<file path="config.mk">
export PLATFORM = sky130hd
export DESIGN_NAME = fft_frame_builder
export DESIGN_NICKNAME = d
export VERILOG_FILES = /design/src/rtl/fft_frame_builder.sv
export SDC_FILE = /design/constraint.sdc
export NUM_CORES = 1
export LEC_CHECK = 0
export ABC_AREA = 1
export CORE_ASPECT_RATIO = 1.75
export CORE_UTILIZATION = 55
export DETAILED_ROUTE_END_ITERATION = 6
export PLACE_DENSITY = 0.85
export SETUP_SLACK_MARGIN = 0.5
export SLEW_MARGIN = 5
export SYNTH_ARGS = -nofsm -noshare
export SYNTH_HDL_FRONTEND = slang
export SYNTH_SLANG_ARGS = --single-unit
</file>
<file path="constraint.sdc">
create_clock -name clk -period 17.85 [get_ports clk]
set_input_delay 1.785 -clock clk [delete_from_list [all_inputs] [get_ports clk]]
set_output_delay 1.785 -clock clk [all_outputs]
set_load 0.05 [all_outputs]
</file>
<file path="src/rtl/fft_frame_builder.sv">
// Collects saturated 16.8 samples into a 16-deep fill buffer and hands complete
// frames to a downstream FFT, dropping frames (sticky overrun) while one is in flight.
module fft_frame_builder #(
    parameter int CLAMP_HI = 511,
    parameter int CLAMP_LO = -512
) (
    input  logic               clk,
    input  logic               reset,
    input  logic               sample_valid,
    input  logic signed [15:0] sample_in,
    input  logic               fft_done,
    output logic [23:0]        t0,
    output logic [23:0]        t1,
    output logic [23:0]        t2,
    output logic [23:0]        t3,
    output logic [23:0]        t4,
    output logic [23:0]        t5,
    output logic [23:0]        t6,
    output logic [23:0]        t7,
    output logic [23:0]        t8,
    output logic [23:0]        t9,
    output logic [23:0]        t10,
    output logic [23:0]        t11,
    output logic [23:0]        t12,
    output logic [23:0]        t13,
    output logic [23:0]        t14,
    output logic [23:0]        t15,
    output logic               new_t,
    output logic               busy,
    output logic               overrun,
    output logic [3:0]         fill_count
);

    localparam logic [0:0] READY = 1'b0;
    localparam logic [0:0] BUSY  = 1'b1;

    localparam logic signed [15:0] HI16 = 16'(CLAMP_HI);
    localparam logic signed [15:0] LO16 = 16'(CLAMP_LO);

    logic [0:0]         state_q, state_d;
    logic [3:0]         fillCount_q, fillCount_d;
    logic               newT_q, newT_d;
    logic               overrun_q, overrun_d;
    logic [23:0]        fillBuf_q [16];
    logic [23:0]        tReg_q [16];

    logic signed [15:0] clamped;
    logic [23:0]        formatted;
    logic               frameDone;
    logic               doneAccept;
    logic               issue;

    always_comb begin
        clamped = sample_in;
        if (sample_in > HI16) begin
            clamped = HI16;
        end else if (sample_in < LO16) begin
            clamped = LO16;
        end
    end

    assign formatted = {clamped, 8'h00};

    // A done seen while new_t is still high belongs to the previous frame.
    always_comb begin
        frameDone   = sample_valid && (fillCount_q == 4'd15);
        doneAccept  = (state_q == BUSY) && fft_done && !newT_q;
        issue       = frameDone && ((state_q == READY) || doneAccept);

        state_d = state_q;
        if (issue) begin
            state_d = BUSY;
        end else if (doneAccept) begin
            state_d = READY;
        end

        fillCount_d = sample_valid ? fillCount_q + 4'd1 : fillCount_q;
        newT_d      = issue;
        overrun_d   = overrun_q | (frameDone && !issue);
    end

    always_ff @(posedge clk) begin
        if (!reset) begin
            state_q     <= READY;
            fillCount_q <= 4'd0;
            newT_q      <= 1'b0;
            overrun_q   <= 1'b0;
            for (int i = 0; i < 16; i++) begin
                fillBuf_q[i] <= 24'h0;
                tReg_q[i]    <= 24'h0;
            end
        end else begin
            state_q     <= state_d;
            fillCount_q <= fillCount_d;
            newT_q      <= newT_d;
            overrun_q   <= overrun_d;
            if (sample_valid) begin
                fillBuf_q[fillCount_q] <= formatted;
            end
            // The 16th sample bypasses the buffer so the frame is out with latency 1.
            if (issue) begin
                for (int i = 0; i < 15; i++) begin
                    tReg_q[i] <= fillBuf_q[i];
                end
                tReg_q[15] <= formatted;
            end
        end
    end

    assign t0  = tReg_q[0];
    assign t1  = tReg_q[1];
    assign t2  = tReg_q[2];
    assign t3  = tReg_q[3];
    assign t4  = tReg_q[4];
    assign t5  = tReg_q[5];
    assign t6  = tReg_q[6];
    assign t7  = tReg_q[7];
    assign t8  = tReg_q[8];
    assign t9  = tReg_q[9];
    assign t10 = tReg_q[10];
    assign t11 = tReg_q[11];
    assign t12 = tReg_q[12];
    assign t13 = tReg_q[13];
    assign t14 = tReg_q[14];
    assign t15 = tReg_q[15];

    assign new_t      = newT_q;
    assign busy       = state_q;
    assign overrun    = overrun_q;
    assign fill_count = fillCount_q;

endmodule

</file>
# [After elaboration in Yosys (flattened, before gate mapping)]
# Memories as Yosys holds them, arrays and structs flattened.
# Index checks and enable logic that the tools add are counted.
[classes] addsub=1 magnitude_cmp=2 eq_ne=1 n_mux=30 bitwise=18 n_reduce_logical=10
[op_table] operator="$mux W24" count=16
[op_table] operator="$mux W16" count=3
[op_table] operator="$or A1 B1 Y1" count=17
[op_table] operator="$gt A16 B10 Y1 const B" count=1
[op_table] operator="$lt A16 B10 Y1 const B" count=1
[op_table] operator="$reduce_or A16 Y1" count=1
[op_table] operator="$mux W1" count=10
[op_table] operator="$logic_and A1 B1 Y1" count=5
[op_table] operator="$add A4 B1 Y4 const B" count=1
[op_table] operator="$eq A4 B4 Y1 const B" count=1
[op_table] operator="$mux W4" count=1
[op_table] operator="$logic_not A1 Y1" count=2
[op_table] operator="$reduce_bool A2 Y1" count=1
[op_table] operator="$logic_or A1 B1 Y1" count=1
[op_table] operator="$not A1 Y1" count=1
[totals] regBits=7 ramBits=640 in_bits=20 output_inout_bits=391 wordCells=68 memories=2
[memory_table] memory="tReg_q" words=16 word_bits=24 read_ports=16 rd_ports_with_merged_regs=0 write_ports=16 line="45" source="logic [23:0] tReg_q [16];"
[memory_table] memory="fillBuf_q" words=16 word_bits=16 read_ports=15 rd_ports_with_merged_regs=0 write_ports=16 line="44" source="logic [23:0] fillBuf_q [16];"

# [Depth between registers and ports, before layout]
[depth] depth_word=8 depth_mapped=10 depth_no_buf=8

# [Worst setup path before layout]
# Ideal clock, no wire load.
[synth_timing] kind="input to register" startpoint="input port reset" endpoint="memory tReg_q[4][8], in the netlist tReg_q[0][104], enable pin" setup_time_ns=1.955 arrival_ns=6.389 required_time_ns=15.895 slack_ns=9.505 path_stages=3 path_buffers=2 path_cell_list="buf_4 > clkbuf_1 > nand2_1"
[synth_rtl] item="from (decl)" line="8" source="input logic reset,"
[synth_rtl] item="to (decl)" line="45"

==> impl_results.md <==
* Outcome: complete, no violations
* Tcrit/Tclk final at 26.52%
* H-tree levels at 2
* Final WL at 46350 µm
* CTS tree: done
* Ys flop type: edfxtp_1
* CP Data Arrival Time at 5.11 ns
* Number of synthesis warnings at 0
* Worst reg2reg setup slack at 14.45 ns
* Fin Hold WS at 0.4651 ns
* Flops & latches, synth at 503
* Number of global-route vias before repair at 11.64k
* Clock transition at path regs at 0.07 ns
* Top cells by area, synth: edfxtp_1, nor2_1, buf_4
* Core Rows at 91
* Final setup violation count at 0
* Drt initial violations at 980
* DP HPWL at 29620 µm
* Total negative setup slack at 0 ns
* DRT antenna net count at 0
* Die area at 0.03691 mm²
* Root Driver: clkbuf_16
* GP Congestion at 0.8212
* Grt ovf at 0
* Xor-xnor portion of the synthesized cell area at 0%
* Count leader, synth: edfxtp_1
* Slew at the pin closest to its max-slew limit at 1.311 ns
* DR vias/cell at 5.121
* Clock sinks at 503
* Initial antenna violation count at 0
* CTS Buf Count at 42
* Clk_skew at 0.01436 ns
* CP Capture Type: flip-flop
* Cts repair resizes at 0
* Cell count after synthesis at 1561
* Syn Std Cell Area at 0.01986 mm²
* Leakage at 9.713 nW
* Synth top cells by count: edfxtp_1, nor2_1, inv_1, a21oi_1, buf_4
* Syn avg cell area at 12.72 µm²
* Drt wl/cell at 20.05 µm
* CP Max Fanout at 91
* Min-delay worst type: reg2reg
* Global-route wire length before repair at 66920 µm
* Mux cell area share after synthesis at 0%
* Max Root-Sink Buffers at 3
* Starting Density at 56.09%
* Max-cap violations at 0
* Fin. Hold Viols at 0
* Post-synth EDFFs at 496
* Max IR drop VDD at 68.10 µV
* Via count at 11.84k
* Number of nets in the layout at 1838
* Die height at 253.4 µm
* Num ports at 411
* Synth Area in Adders at 0.3150%
* Clock Latency Late Sink at 0.56 ns
* Core ar. at 0.03541 mm²
* Post-synthesis sequential area ratio at 75.70%
* WS Path Type: in2reg
* Hold buffer count at CTS at 0
* Compound-Gate Fraction of Synth Area at 3.755%
* Distinct cells, synth at 22
* Largest family of logic cells by synthesized area: buffers and inverters
* Cell taking the most area after synthesis: edfxtp_1
* Worst Path Required at 18.23 ns
* Max Fclk at 211.2 MHz
* Pins Over Slew Limit at 0
* Total GRT Usage at 24.79%
* P&R area growth vs syn at 20.27%
* Slew headroom at 12.38%
* Post-CTS setup buffers at 0
* RSZ-0062 raised after global routing: false
* Initial DRT Pass Iterations at 7
* Pin count of the biggest net entering global routing at 93
* Die W at 145.7 µm
* I/O Buffers at 282
* Simple-Gate Fraction of Synth Area at 8.756%
* Power per cell area at 108.2 mW/mm²
* N_diodes at 0
* Share of cells above drive strength 1 at 5.252%
* Remaining DRCs at 0
* Fillers at 2312
* Final period demand of the worst path at 4.734 ns
* CP Launch Type: input port
* Post-synth ARST share at 0%
* Top cell type's share of synthesized area at 74.99%
## placed cells by master (no fill, tap or decap), drive strengths merged
master         Yosys  final
clkdlybuf4s50      0    281
nand3              3      3
or2                4      4
buf              175      6
a21oi            148    148
bufinv             0      4
o21ai              1      1
nand2            140    140
nor3               3      3
inv              257    260
clkinvlp           0      2
conb               1    128
clkbuf            31     52
edfxtp           496    496
nor2             289    289
ha                 5      5
dfxtp              7      7
nand4              1      1
clkinv             0     17
## per-layer routing
metal / GRT usage [%] / routed length [µm] / up-vias / share of wire (%)
met4: 18.08 / 3335 / 0 / 7.2
met1: 26.71 / 15180 / 5611 / 33
met5: 0 / 0 / - / 0
met3: 3.766 / 3533 / 166 / 7.6
met2: 44.31 / 24300 / 750 / 52
li1: - / - / 5313 / -
## area by class of cell
class                   instances  area, µm²  share of cell area (%)
clock buffers                  52       1152                   4.824
clock inverters                26      245.2                   1.027
inverters                     257      964.7                   4.039
multi-input cells             722       3050                   12.77
flip-flops and latches        503      15030                   62.94
well taps                     465      581.8                   2.436
repair buffers                287       2858                   11.96
## worst max-delay path: stages
cell	delay (ns)
clkdlybuf4s50_1	0.44
nor2_1	0.13
nand3_1	0.13
nand2_4	0.51
buf_4	0.79
nand2_1	0.85
nor2_1	0.30
## final timing paths
path                              startpoint                        endpoint  cells past startpoint
hold reg to reg           overrun$_SDFF_PN0_              overrun$_SDFF_PN0_                      2
setup reg to reg  fill_count[0]$_SDFFE_PN0P_    tReg_q[0][136]$_SDFFCE_PN0P_                      6
hold / removal            overrun$_SDFF_PN0_              overrun$_SDFF_PN0_                      2
setup / recovery               sample_in[14]  fillBuf_q[0][14]$_SDFFCE_PN0P_                      7
## state kept, by name, summed over array words and instances (netlist names)
register	flops
busy	1
fillBuf_q	240
fill_count	4
overrun	1
tReg_q	256
new_t	1
## power breakdown
group | internal [mW] | switching [mW] | total, mW | leakage [nW]
logic | 0.0530 | 0.228 | 0.281 | 3.86
registers | 1.34 | 0.0205 | 1.37 | 5.17
clock network | 0.522 | 0.416 | 0.938 | 0.687
total | 1.92 | 0.665 | 2.58 | 9.71
## cells by family (layout without fill, tap and decap cells)
family                   count (synthesis)  count (layout)
flip-flops                             503             503
buffers and inverters                  463             622
AND/OR/NAND/NOR                        440             440
AO/OA/AOI/OAI                          149             149
adder cells (fa/ha/maj)                  5               5
other                                    1             128
## stage by stage
stage | setup slack [ns] | area, µm² | total power [mW] | util, % | instances
6_report | 13.12 | 23890 | 2.584 | 67.46 | 2312
5_1_grt | 12.98 | 23890 | 2.645 | 67.46 | 2312
4_1_cts | 13.22 | 23890 | 2.586 | 67.46 | 2312
3_5_place_dp | 12.65 | 22490 | 1.671 | 63.51 | 2234
3_3_place_gp | 12.76 | 22490 | 1.666 | 63.51 | 2234
2_1_floorplan | 9.505 | 20340 | 1.611 | - | 1688
(Power assumes the default switching activity.)
